<file path="src/rtl/trumpet_pkg.sv">
// Shared constants and recorder FSM encoding for the trumpet practice path.
// Used by both the capture path and the playback address generator.
package trumpet_pkg;

    localparam int unsigned DEF_ADDR_W = 14;
    localparam int unsigned DEF_DATA_W = 3;
    localparam int unsigned DEF_DEPTH  = 5001;
    localparam int unsigned DEF_DECIM  = 6;

    typedef enum logic [1:0] {
        StIdle    = 2'd0,
        StCapture = 2'd1,
        StWrite   = 2'd2,
        StDone    = 2'd3
    } rec_state_e;

endpackage

</file>
<file path="src/rtl/sample_quantizer.sv">
// Combinational 32-bit signed sample -> DATA_W-bit RAM code.
// Truncates by default; AUDIO_RECORDER_ROUND_EN selects round-to-nearest with saturation.
module sample_quantizer
    import trumpet_pkg::*;
#(
    parameter int unsigned DATA_W = DEF_DATA_W
) (
    input  logic [31:0]       sample,
    output logic [DATA_W-1:0] code
);

`ifdef AUDIO_RECORDER_ROUND_EN
    localparam logic [32:0] HALF = 33'(1) << (31 - DATA_W);

    logic [32:0] sum;
    logic        unused_sum_low;

    assign sum            = {sample[31], sample} + HALF;
    assign unused_sum_low = ^sum[31-DATA_W:0];

    // Only a positive sample can carry into bit 31; clamp it to the largest positive code.
    always_comb begin
        if (!sum[32] && sum[31]) begin
            code = {1'b0, {(DATA_W-1){1'b1}}};
        end else begin
            code = sum[31:32-DATA_W];
        end
    end
`else
    logic unused_low;

    assign code       = sample[31:32-DATA_W];
    assign unused_low = ^sample[31-DATA_W:0];
`endif

endmodule

</file>
<file path="src/rtl/audio_recorder.sv">
// Capture path: drains the codec audio-in FIFO, keeps 1 of every DECIM left samples,
// quantizes and writes one DEPTH-word take into the sample RAM. Rounding: AUDIO_RECORDER_ROUND_EN.
module audio_recorder
    import trumpet_pkg::*;
#(
    parameter int unsigned ADDR_W = DEF_ADDR_W,
    parameter int unsigned DATA_W = DEF_DATA_W,
    parameter int unsigned DEPTH  = DEF_DEPTH,
    parameter int unsigned DECIM  = DEF_DECIM
) (
    input  logic              CLOCK_50,
    input  logic              reset_n,
    input  logic              start,
    input  logic              audio_in_available,
    input  logic [31:0]       left_channel_audio_in,
    output logic              read_audio_in,
    output logic [ADDR_W-1:0] ram_address,
    output logic [DATA_W-1:0] ram_data,
    output logic              ram_wren,
    output logic              busy,
    output logic              done,
    output logic [ADDR_W-1:0] sample_count
);

    localparam int unsigned       CNT_W      = (DECIM > 1) ? $clog2(DECIM) : 1;
    localparam logic [CNT_W-1:0]  DECIM_LAST = CNT_W'(DECIM - 1);
    localparam logic [ADDR_W-1:0] ADDR_LAST  = ADDR_W'(DEPTH - 1);

    rec_state_e        state_q, state_d;
    logic [CNT_W-1:0]  decim_q;
    logic [ADDR_W-1:0] addr_q;
    logic [ADDR_W-1:0] count_q;
    logic [DATA_W-1:0] data_q;
    logic [DATA_W-1:0] quant;
    logic              pop;
    logic              window_end;

    // The FIFO is drained in every state so the codec never overflows.
    assign read_audio_in = audio_in_available;
    assign pop           = audio_in_available;
    assign window_end    = pop && (decim_q == DECIM_LAST);

    assign ram_address  = addr_q;
    assign ram_data     = data_q;
    assign sample_count = count_q;

    sample_quantizer #(
        .DATA_W (DATA_W)
    ) u_quant (
        .sample (left_channel_audio_in),
        .code   (quant)
    );

    always_ff @(posedge CLOCK_50 or negedge reset_n) begin
        if (!reset_n) begin
            state_q <= StIdle;
        end else begin
            state_q <= state_d;
        end
    end

    always_comb begin
        state_d = state_q;
        unique case (state_q)
            StIdle, StDone: if (start) state_d = StCapture;
            StCapture:      if (window_end) state_d = StWrite;
            StWrite:        state_d = (addr_q == ADDR_LAST) ? StDone : StCapture;
            default:        state_d = StIdle;
        endcase
    end

    // Decoding from state_q keeps ram_wren low from the instant reset asserts.
    always_comb begin
        ram_wren = 1'b0;
        busy     = 1'b0;
        done     = 1'b0;
        unique case (state_q)
            StCapture: busy = 1'b1;
            StWrite: begin
                busy     = 1'b1;
                ram_wren = 1'b1;
            end
            StDone:  done = 1'b1;
            default: ;
        endcase
    end

    always_ff @(posedge CLOCK_50 or negedge reset_n) begin
        if (!reset_n) begin
            decim_q <= '0;
            addr_q  <= '0;
            count_q <= '0;
            data_q  <= '0;
        end else begin
            unique case (state_q)
                StIdle, StDone: begin
                    // A pop coincident with start is deliberately not counted.
                    if (start) begin
                        decim_q <= '0;
                        addr_q  <= '0;
                        count_q <= '0;
                    end
                end
                StCapture: begin
                    if (window_end) begin
                        data_q  <= quant;
                        decim_q <= '0;
                    end else if (pop) begin
                        decim_q <= decim_q + 1'b1;
                    end
                end
                StWrite: begin
                    count_q <= count_q + 1'b1;
                    if (addr_q != ADDR_LAST) begin
                        addr_q <= addr_q + 1'b1;
                    end
                    // A pop in the write cycle opens the next decimation window.
                    decim_q <= pop ? CNT_W'(1) : '0;
                end
                default: ;
            endcase
        end
    end

endmodule

</file>
<file path="config.mk">
export PLATFORM = sky130hd
export DESIGN_NAME = audio_recorder
export DESIGN_NICKNAME = d
export VERILOG_FILES = /design/src/rtl/trumpet_pkg.sv /design/src/rtl/sample_quantizer.sv /design/src/rtl/audio_recorder.sv
export SDC_FILE = /design/constraint.sdc
export NUM_CORES = 1
export LEC_CHECK = 0
export CAP_MARGIN = 20
export CORE_AREA = 2 2 68 70
export DETAILED_ROUTE_END_ITERATION = 12
export DIE_AREA = 0 0 70 72
export PLACE_DENSITY = 0.83
export RECOVER_POWER = 25
export SYNTH_ARGS = -nofsm -noshare
export SYNTH_HDL_FRONTEND = slang
export SYNTH_SLANG_ARGS = --single-unit
</file>
<file path="constraint.sdc">
create_clock -name CLOCK_50 -period 4.6 [get_ports CLOCK_50]
set_clock_uncertainty 0.1 [all_clocks]
set_input_delay 1.38 -clock CLOCK_50 [delete_from_list [all_inputs] [get_ports CLOCK_50]]
set_output_delay 1.38 -clock CLOCK_50 [all_outputs]
set_load 0.005 [all_outputs]
</file>
==> results of run 1 <==
where the power goes:
group / switching, mW / internal, mW / total, mW
Combinational: 0.228 / 0.172 / 0.400
Clock: 0.106 / 0.103 / 0.209
Sequential: 0.0395 / 0.352 / 0.392
Total: 0.373 / 0.627 / 1.00
final timing paths:
check	cells after the start	to	start	slack [ps]
worst max register to register	7	sample_count[13]$_DFFE_PN0P_	state_q[0]$_DFFE_PN0P_	1750
max in group asynchronous	2	ram_address[1]$_DFFE_PN0P_	reset_n	1250
worst min-delay path	1	ram_data[0]$_DFFE_PN0P_	ram_data[0]$_DFFE_PN0P_	410
worst max-delay path	2	read_audio_in	audio_in_available	660
worst min register to register	1	ram_data[0]$_DFFE_PN0P_	ram_data[0]$_DFFE_PN0P_	410
min in group asynchronous	2	decim_q[0]$_DFFE_PN0P_	reset_n	2050
cells by family after synthesis:
group	synth area share, %
adders and majority gates	5.01
buffers and inverters	3.75
AOI/OAI and AO/OA	13.1
and+or+nand+nor	23.5
muxes	4.32
xor gates and xnor gates	5.26
DFF	45.1
cells in the final DEF, fill, tap and decap left out, types with 7 or more instances in the layout:
cell and n:
o21ai_0 21, nand2_1 16, nand4_1 10, dfrtp_1 36, clkdlybuf4s50_1 40, ha_1 8, nand3_1 13, inv_1 7
xnor2_1 7, nor2_1 16
cell type report:
type	count	area (um2)	share of cell area, %
clock buffer	6	72.6	2.87
clock inverter	1	5.00	0.198
inverter	7	26.3	1.04
multi-input combinational	158	1020	40.5
sequential	36	901	35.6
tap	52	65.1	2.57
timing repair buffer	45	437	17.3
routing by layer:
layer	share of wire [%]	GRT usage, %	up-vias
met3	5.6	3.47	5
li1	-	-	853
met5	0	0	-
met1	46	23.8	842
met2	48	27.6	54
met4	1.1	6.62	0
stage by stage:
step	power, mW	util [%]	cell area [um2]	std cells
finish	1.00	59.3	2530	305
global route	1.06	59.3	2530	305
global placement	0.783	57.6	2460	298
floorplan	0.649	-	2000	210
CTS	1.01	59.4	2530	305
detailed placement	0.796	57.6	2460	298
flip-flops by register name (all words and copies together), names as in the netlist:
signal,cells
ram_address,14
sample_count,14
decim_q,3
ram_data,3
state_q,2
==> flow_summary.json, run 1 <==
{
  "status": "finished with violations",
  "failed_checks": "max-capacitance violations, max-slew violations",
  "final_antenna_net_count": 0,
  "clock_sinks": 36,
  "syn-num-nets": 254,
  "drv_slew": 37,
  "syn_area_um2": 2000,
  "cp_data_arrival_time_ps": 2460,
  "path_delay_family": "buffers and inverters",
  "antenna_found_initial": 0,
  "synth_cell_type_count": 41,
  "port_buffers": 41,
  "clk_latency_ps": 280,
  "grt_pass1_wl_mm": 7.07,
  "crit_chain": "clkdlybuf4s50_1 -> clkdlybuf4s50_1",
  "synthToLayoutAreaGrowth_pct": 26.5,
  "vias_per_cell": 5.75,
  "grt_max_degree": 37,
  "rsz0062_at_grt": "no",
  "wire_per_inst_um": 14.0,
  "detail_route.first_pass.iterations": 4,
  "die_x_um": 70,
  "synth_edf_count": 0,
  "worst_setup_path_end_kind": "output port",
  "final.min_clock_period_ps": 3940,
  "antennaDiodeCount": 0,
  "min_period_over_period_pct": 85.7,
  "cts_made_buffers": 5,
  "hpwlAfterDp_mm": 2.97,
  "postCtsHoldBufs": 0,
  "overflow": 0,
  "ys_ff_latch": 36,
  "coreArea_um2": 4260,
  "worstSetupPathType": "primary input to output port",
  "start_util_pct": 46.9,
  "root_buffer": "clkbuf_8",
  "grt_usage_pct": 17.4,
  "cts.path.max_buffers": 2,
  "synth_area_leader_cell": "dfrtp_1",
  "htreeDepth": 2,
  "cpMostUsedCell": "clkdlybuf4s50_1",
  "die_area_um2": 5040,
  "wl_mm": 4.27,
  "post_cts.repair.setup_buffers": 0,
  "syn_avg_cell_area_um2": 9.52,
  "synth.yosys.seq_area_share_pct": 45.1,
  "dp_worst_setup_slack_ps": 664,
  "worst-path-buf-inv": 2,
  "tns_ps": 0,
  "required_ps": 3120,
  "critPathMaxStageDelay_ps": 550,
  "ys.flop_type": "dfrtp_1",
  "tritoncts": "done",
  "postSynth.asyncResetShare_pct": 100,
  "cp_slowest_cell": "clkdlybuf4s50_1",
  "ys_top_cells_by_count": "36 x dfrtp_1, 21 x o21ai_0, 16 x nand2_1, 16 x nor2_1, 13 x nand3_1",
  "die_h_um": 72,
  "synth.most_common_cell": "dfrtp_1",
  "hold_viol": 0,
  "setup-violations-final": 0,
  "ir_drop_mv": 0.405,
  "synth_cells": 210,
  "hold_slack_ps": 407,
  "core.rowCount": 24,
  "p_leak_nw": 1.04,
  "worst-path-max-fanout": 6,
  "synth.area.top_cells": "dfrtp_1 45%, o21ai_0 5.3%, ha_1 5.0%",
  "crit_path_start_kind": "primary input",
  "drc": 0,
  "tightest_slew_ps": 1900,
  "path_clk_slew_ps": 70,
  "nets": 297,
  "yosys_warnings": 0,
  "drive_gt1_share_pct": 6.32,
  "gp_congestion": 0.819,
  "hold_path.class": "register to register",
  "power_density_nw_per_um2": 396,
  "setup_slack_ps": 656,
  "drtIter0Drc": 117,
  "synth_top_area_share_pct": 45.1,
  "ctsResizeCount": 0,
  "cap_viol_max_count": 1,
  "relSlewSlack_pct": -26.8,
  "max_freq_mhz": 254,
  "vias": 1754,
  "grt_pass1_vias": 1564,
  "num-fill-cells": 380,
  "io_pins": 71
}
Power figures use the tool's default switching activity.
==> run 2, diff against run 1 <==
- CELL_PAD_IN_SITES_DETAIL_PLACEMENT: unset -> 1
- CELL_PAD_IN_SITES_GLOBAL_PLACEMENT: unset -> 2
- CORE_AREA: 2 2 68 70 -> 2 2 88 90
- DIE_AREA: 0 0 70 72 -> 0 0 90 92
- PLACE_DENSITY: 0.83 -> unset
- PLACE_DENSITY_LB_ADDON: unset -> 0.1
==> run 2 against run 1 <==
Compared with the run above: the run still ends with max-capacitance violations, max-slew violations left; count of clock-buffer cells in the layout unchanged; sequential cell count unchanged; hold slack about the same; first-iteration DRC count decreased by 71%; non-clock buffer count unchanged; cell count increased by 17%; sequential share of layout area decreased by 1.0 points; power increased by 5.1%; clock power increased by 15%; cell area increased by 3.0%; setup slack got worse by 2.4 ps; critical endpoint unchanged.
==> flow_summary.json, run 2 (synthesis results as in run 1) <==
{
  "worst-path-max-fanout": 6,
  "path_delay_family": "buffers and inverters",
  "worstSetupPathType": "primary input to output port",
  "vias_per_cell": 4.92,
  "grt_pass1_wl_mm": 9.28,
  "worst_setup_path_end_kind": "output port",
  "placed_cell_area_um2": 2510,
  "failed_checks": "max-capacitance violations, max-slew violations",
  "drtIter0Drc": 34,
  "coreArea_um2": 7450,
  "met2_usage_pct": 23.4,
  "drive_gt1_share_pct": 7.48,
  "tightest_slew_ps": 2110,
  "synthToLayoutAreaGrowth_pct": 30.3,
  "die_area_um2": 8280,
  "die_h_um": 92,
  "swShare_pct": 38.7,
  "rsz0062_at_grt": "no",
  "power_density_nw_per_um2": 404,
  "die_x_um": 90,
  "core.rowCount": 32,
  "antennaDiodeCount": 0,
  "p_int_mw": 0.645,
  "cp_slowest_cell": "clkdlybuf4s50_1",
  "final_area_um2": 2610,
  "relSlewSlack_pct": -41.0,
  "seqPwrFrac_pct": 37.2,
  "grt_max_degree": 37,
  "hold_path.class": "register to register",
  "cts_made_buffers": 5,
  "nets": 297,
  "final_antenna_net_count": 0,
  "setup-violations-final": 0,
  "grt_pass1_vias": 1805,
  "ctsResizeCount": 0,
  "hpwlAfterDp_mm": 3.79,
  "tritoncts": "done",
  "p_leak_nw": 1.05,
  "cts.path.max_buffers": 2,
  "crit_path_start_kind": "primary input",
  "cp_data_arrival_time_ps": 2470,
  "min_period_over_period_pct": 85.8,
  "root_buffer": "clkbuf_8",
  "worst-path-buf-inv": 2,
  "postCtsHoldBufs": 0,
  "overflow": 0,
  "p_sw_mw": 0.407,
  "wl_mm": 5.45,
  "clk_latency_ps": 290,
  "mostFrequentLayoutCell": "clkdlybuf4s50_1",
  "drc": 0,
  "final.min_clock_period_ps": 3950,
  "io_pins": 71,
  "cap_viol_max_count": 1,
  "tns_ps": 0,
  "detail_route.first_pass.iterations": 4,
  "use_met3_pct": 2.79,
  "hold_slack_ps": 407,
  "drv_slew": 37,
  "gr-max-usage-layer": "met2",
  "htreeDepth": 2,
  "path_clk_slew_ps": 80,
  "max_freq_mhz": 253,
  "required_ps": 3120,
  "gp_congestion": 0.718,
  "clock_sinks": 36,
  "status": "finished with violations",
  "wire_per_inst_um": 15.3,
  "ir_drop_mv": 0.307,
  "antenna_found_initial": 0,
  "hold_viol": 0,
  "final_cell_mix": "40 x clkdlybuf4s50_1, 36 x dfrtp_1, 21 x o21ai_0",
  "post_cts.repair.setup_buffers": 0,
  "crit_chain": "clkdlybuf4s50_1 -> clkdlybuf4s50_1",
  "vias": 1752,
  "start_util_pct": 26.8,
  "clkPwrFrac_pct": 22.8,
  "cpMostUsedCell": "clkdlybuf4s50_1",
  "pwr-share-comb_pct": 40.0,
  "critPathMaxStageDelay_ps": 550,
  "port_buffers": 41,
  "use_met1_pct": 18.0,
  "grt_usage_pct": 13.8,
  "total_power_mw": 1.05
}
[run 2: cell count changes in the layout (fill, tap and decap cells not counted)]
| cell | change |
|---|---|
| buf_4 | +1 |
| clkbuf_1 | -1 |
| clkbuf_8 | +1 |
| clkinv_2 | +1 |
| dlygate4sd3_1 | -1 |
[run 2: metal layers]
layer  vias up  part of all wire [%]
li1        848                     -
met1       872                    49
met2        28                    47
met3         4                   2.8
met4         0                  0.84
met5         -                     0
[run 2: per-stage QoR]
step	setup slack [ps]	cells	utilization, %
global route	601	356	35.0
CTS	647	356	35.0
floorplan	1630	210	-
finish	653	356	35.0
detailed placement	657	348	33.8
global placement	648	348	33.8
[run 2: final timing paths]
path	startpoint	to	slack, ps	cells after the start
max in group asynchronous	reset_n	ram_address[1]$_DFFE_PN0P_	1590	1
worst max register to register	state_q[0]$_DFFE_PN0P_	sample_count[11]$_DFFE_PN0P_	2080	8
worst min register to register	ram_data[2]$_DFFE_PN0P_	ram_data[2]$_DFFE_PN0P_	410	1
worst min-delay path	ram_data[2]$_DFFE_PN0P_	ram_data[2]$_DFFE_PN0P_	410	1
worst max-delay path	audio_in_available	read_audio_in	650	2
min in group asynchronous	reset_n	ram_address[10]$_DFFE_PN0P_	1590	1
[run 2: final cells by class]
class / count / area [um2]
Multi-Input combinational cell: 158 / 1020
Sequential cell: 36 / 901
Clock inverter: 2 / 10.0
Fill cell: 871 / 4840
Tap cell: 102 / 128
Inverter: 7 / 26.3
Clock buffer: 6 / 82.6
Timing Repair Buffer: 45 / 434
[run 2: power by group through the flow]
stage	clock network, mW	logic [mW]	registers (mW)
2_1_floorplan	0	0.259	0.390
3_3_place_gp	0	0.428	0.398
3_5_place_dp	0	0.429	0.398
4_1_cts	0.254	0.433	0.392
5_1_grt	0.266	0.481	0.399
6_report	0.240	0.421	0.391
==> run 3, diff against run 2 <==
- CORE_AREA: 2 2 88 90 -> 3 3 89 91
- DIE_AREA: 0 0 90 92 -> 0 0 92 94
==> run 3 against run 2 <==
Compared with the run above: the flow still finishes with violations (max-capacitance violations, max-slew violations); setup slack worse by 1.3 ps; critical path depth stayed put; maximum frequency hardly changed; sequential power hardly changed; global-route usage is 0.62 points lower; core utilization is 1.1 points higher; cell count is 0.84% lower; sequential cell count stayed put; sequential share of layout area hardly changed; via count hardly changed; wire length is 2.1% lower.
==> flow_summary.json, run 3 (synthesis results as in run 1) <==
{
  "ctsResizeCount": 0,
  "placed_cell_area_um2": 2510,
  "use_met1_pct": 18.2,
  "relSlewSlack_pct": -36.3,
  "grt_pass1_vias": 1726,
  "hold_viol": 0,
  "drtIter0Drc": 53,
  "die_x_um": 92,
  "port_buffers": 41,
  "multi_input_area_um2": 1020,
  "clkPwrFrac_pct": 22.7,
  "final_area_um2": 2600,
  "use_met3_pct": 3.53,
  "p_leak_nw": 1.05,
  "met2_usage_pct": 20.6,
  "cp_data_arrival_time_ps": 2470,
  "grt_pass1_wl_mm": 9.07,
  "final_cell_mix": "40 x clkdlybuf4s50_1, 36 x dfrtp_1, 21 x o21ai_0",
  "tritoncts": "done",
  "worst-path-buf-inv": 2,
  "grt_max_degree": 37,
  "drc": 0,
  "overflow": 0,
  "hold_slack_ps": 411,
  "path_delay_family": "buffers and inverters",
  "wire_per_inst_um": 15.1,
  "final_antenna_net_count": 0,
  "worst_setup_path_end_kind": "output port",
  "detail_route.first_pass.iterations": 4,
  "wl_mm": 5.33,
  "hold_path.class": "register to register",
  "core.rowCount": 31,
  "clk_latency_ps": 290,
  "nets": 297,
  "status": "finished with violations",
  "num-fill-cells": 837,
  "htreeDepth": 2,
  "hpwlAfterDp_mm": 3.77,
  "post_cts.repair.setup_buffers": 0,
  "p_int_mw": 0.646,
  "rsz0062_at_grt": "no",
  "setup-violations-final": 0,
  "pwr-share-comb_pct": 40.0,
  "drive_gt1_share_pct": 7.48,
  "grt_usage_pct": 13.2,
  "root_buffer": "clkbuf_8",
  "die_area_um2": 8650,
  "vias": 1751,
  "failed_checks": "max-capacitance violations, max-slew violations",
  "path_clk_slew_ps": 70,
  "cp_slowest_cell": "clkdlybuf4s50_1",
  "tightest_slew_ps": 2040,
  "swShare_pct": 38.3,
  "cap_viol_max_count": 1,
  "crit_chain": "clkdlybuf4s50_1 -> clkdlybuf4s50_1",
  "clock_sinks": 36,
  "vias_per_cell": 4.96,
  "coreArea_um2": 7210,
  "ir_drop_mv": 0.219,
  "mostFrequentLayoutCell": "clkdlybuf4s50_1",
  "tns_ps": 0,
  "synthToLayoutAreaGrowth_pct": 30.1,
  "max_freq_mhz": 253,
  "antenna_found_initial": 0,
  "drv_slew": 37,
  "cpMostUsedCell": "clkdlybuf4s50_1",
  "critPathMaxStageDelay_ps": 550,
  "worstSetupPathType": "primary input to output port",
  "cts.path.max_buffers": 2,
  "worst-path-max-fanout": 6,
  "min_period_over_period_pct": 85.8,
  "antennaDiodeCount": 0,
  "cts_made_buffers": 5,
  "crit_path_start_kind": "primary input",
  "gp_congestion": 0.755,
  "p_sw_mw": 0.402,
  "required_ps": 3120,
  "final.min_clock_period_ps": 3950,
  "power_density_nw_per_um2": 403,
  "io_pins": 71,
  "postCtsHoldBufs": 0,
  "gr-max-usage-layer": "met2",
  "final-seq-area_um2": 901,
  "start_util_pct": 27.7,
  "die_h_um": 94,
  "seqPwrFrac_pct": 37.3
}
==> run 3: cell counts in the layout (fill, tap and decap cells not counted) <==
No cell type changed its count.
==> run 3: area by class of cell <==
type / instances / share of cell area [%]
Inverter: 7 / 1.01
Sequential cell: 36 / 34.6
Timing Repair Buffer: 45 / 16.7
Tap cell: 99 / 4.76
Clock inverter: 2 / 0.385
Multi-Input combinational cell: 158 / 39.3
Clock buffer: 6 / 3.17
==> run 3: metal layers <==
layer	vias to the layer above	wire length (um)
met1	862	2610
met3	5	234
met2	37	2440
met5	-	0
li1	847	-
met4	0	46
==> run 3: path summary, 6_finish.rpt <==
check	startpoint	to	slack, ps	cells after the start
min reg2reg	ram_data[1]$_DFFE_PN0P_	ram_data[1]$_DFFE_PN0P_	410	1
max	audio_in_available	read_audio_in	650	2
min	ram_data[1]$_DFFE_PN0P_	ram_data[1]$_DFFE_PN0P_	410	1
max reg2reg	state_q[0]$_DFFE_PN0P_	sample_count[11]$_DFFE_PN0P_	2130	8
min in group asynchronous	reset_n	ram_address[10]$_DFFE_PN0P_	1560	1
max in group asynchronous	reset_n	sample_count[2]$_DFFE_PN0P_	1660	1
==> run 3: power by group through the flow <==
stage	clock network (mW)	registers [mW]	logic, mW
finish	0.238	0.390	0.419
global route	0.270	0.398	0.482
CTS	0.253	0.392	0.434
detailed placement	0	0.398	0.430
global placement	0	0.398	0.429
floorplan	0	0.390	0.259
==> run 3: metrics by stage <==
stage	instances	utilization (%)	setup WS [ps]	power, mW
6_report	353	36.1	652	1.05
5_1_grt	353	36.1	596	1.15
4_1_cts	353	36.1	649	1.08
3_5_place_dp	345	34.8	660	0.828
3_3_place_gp	345	34.8	643	0.827
2_1_floorplan	210	-	1630	0.649
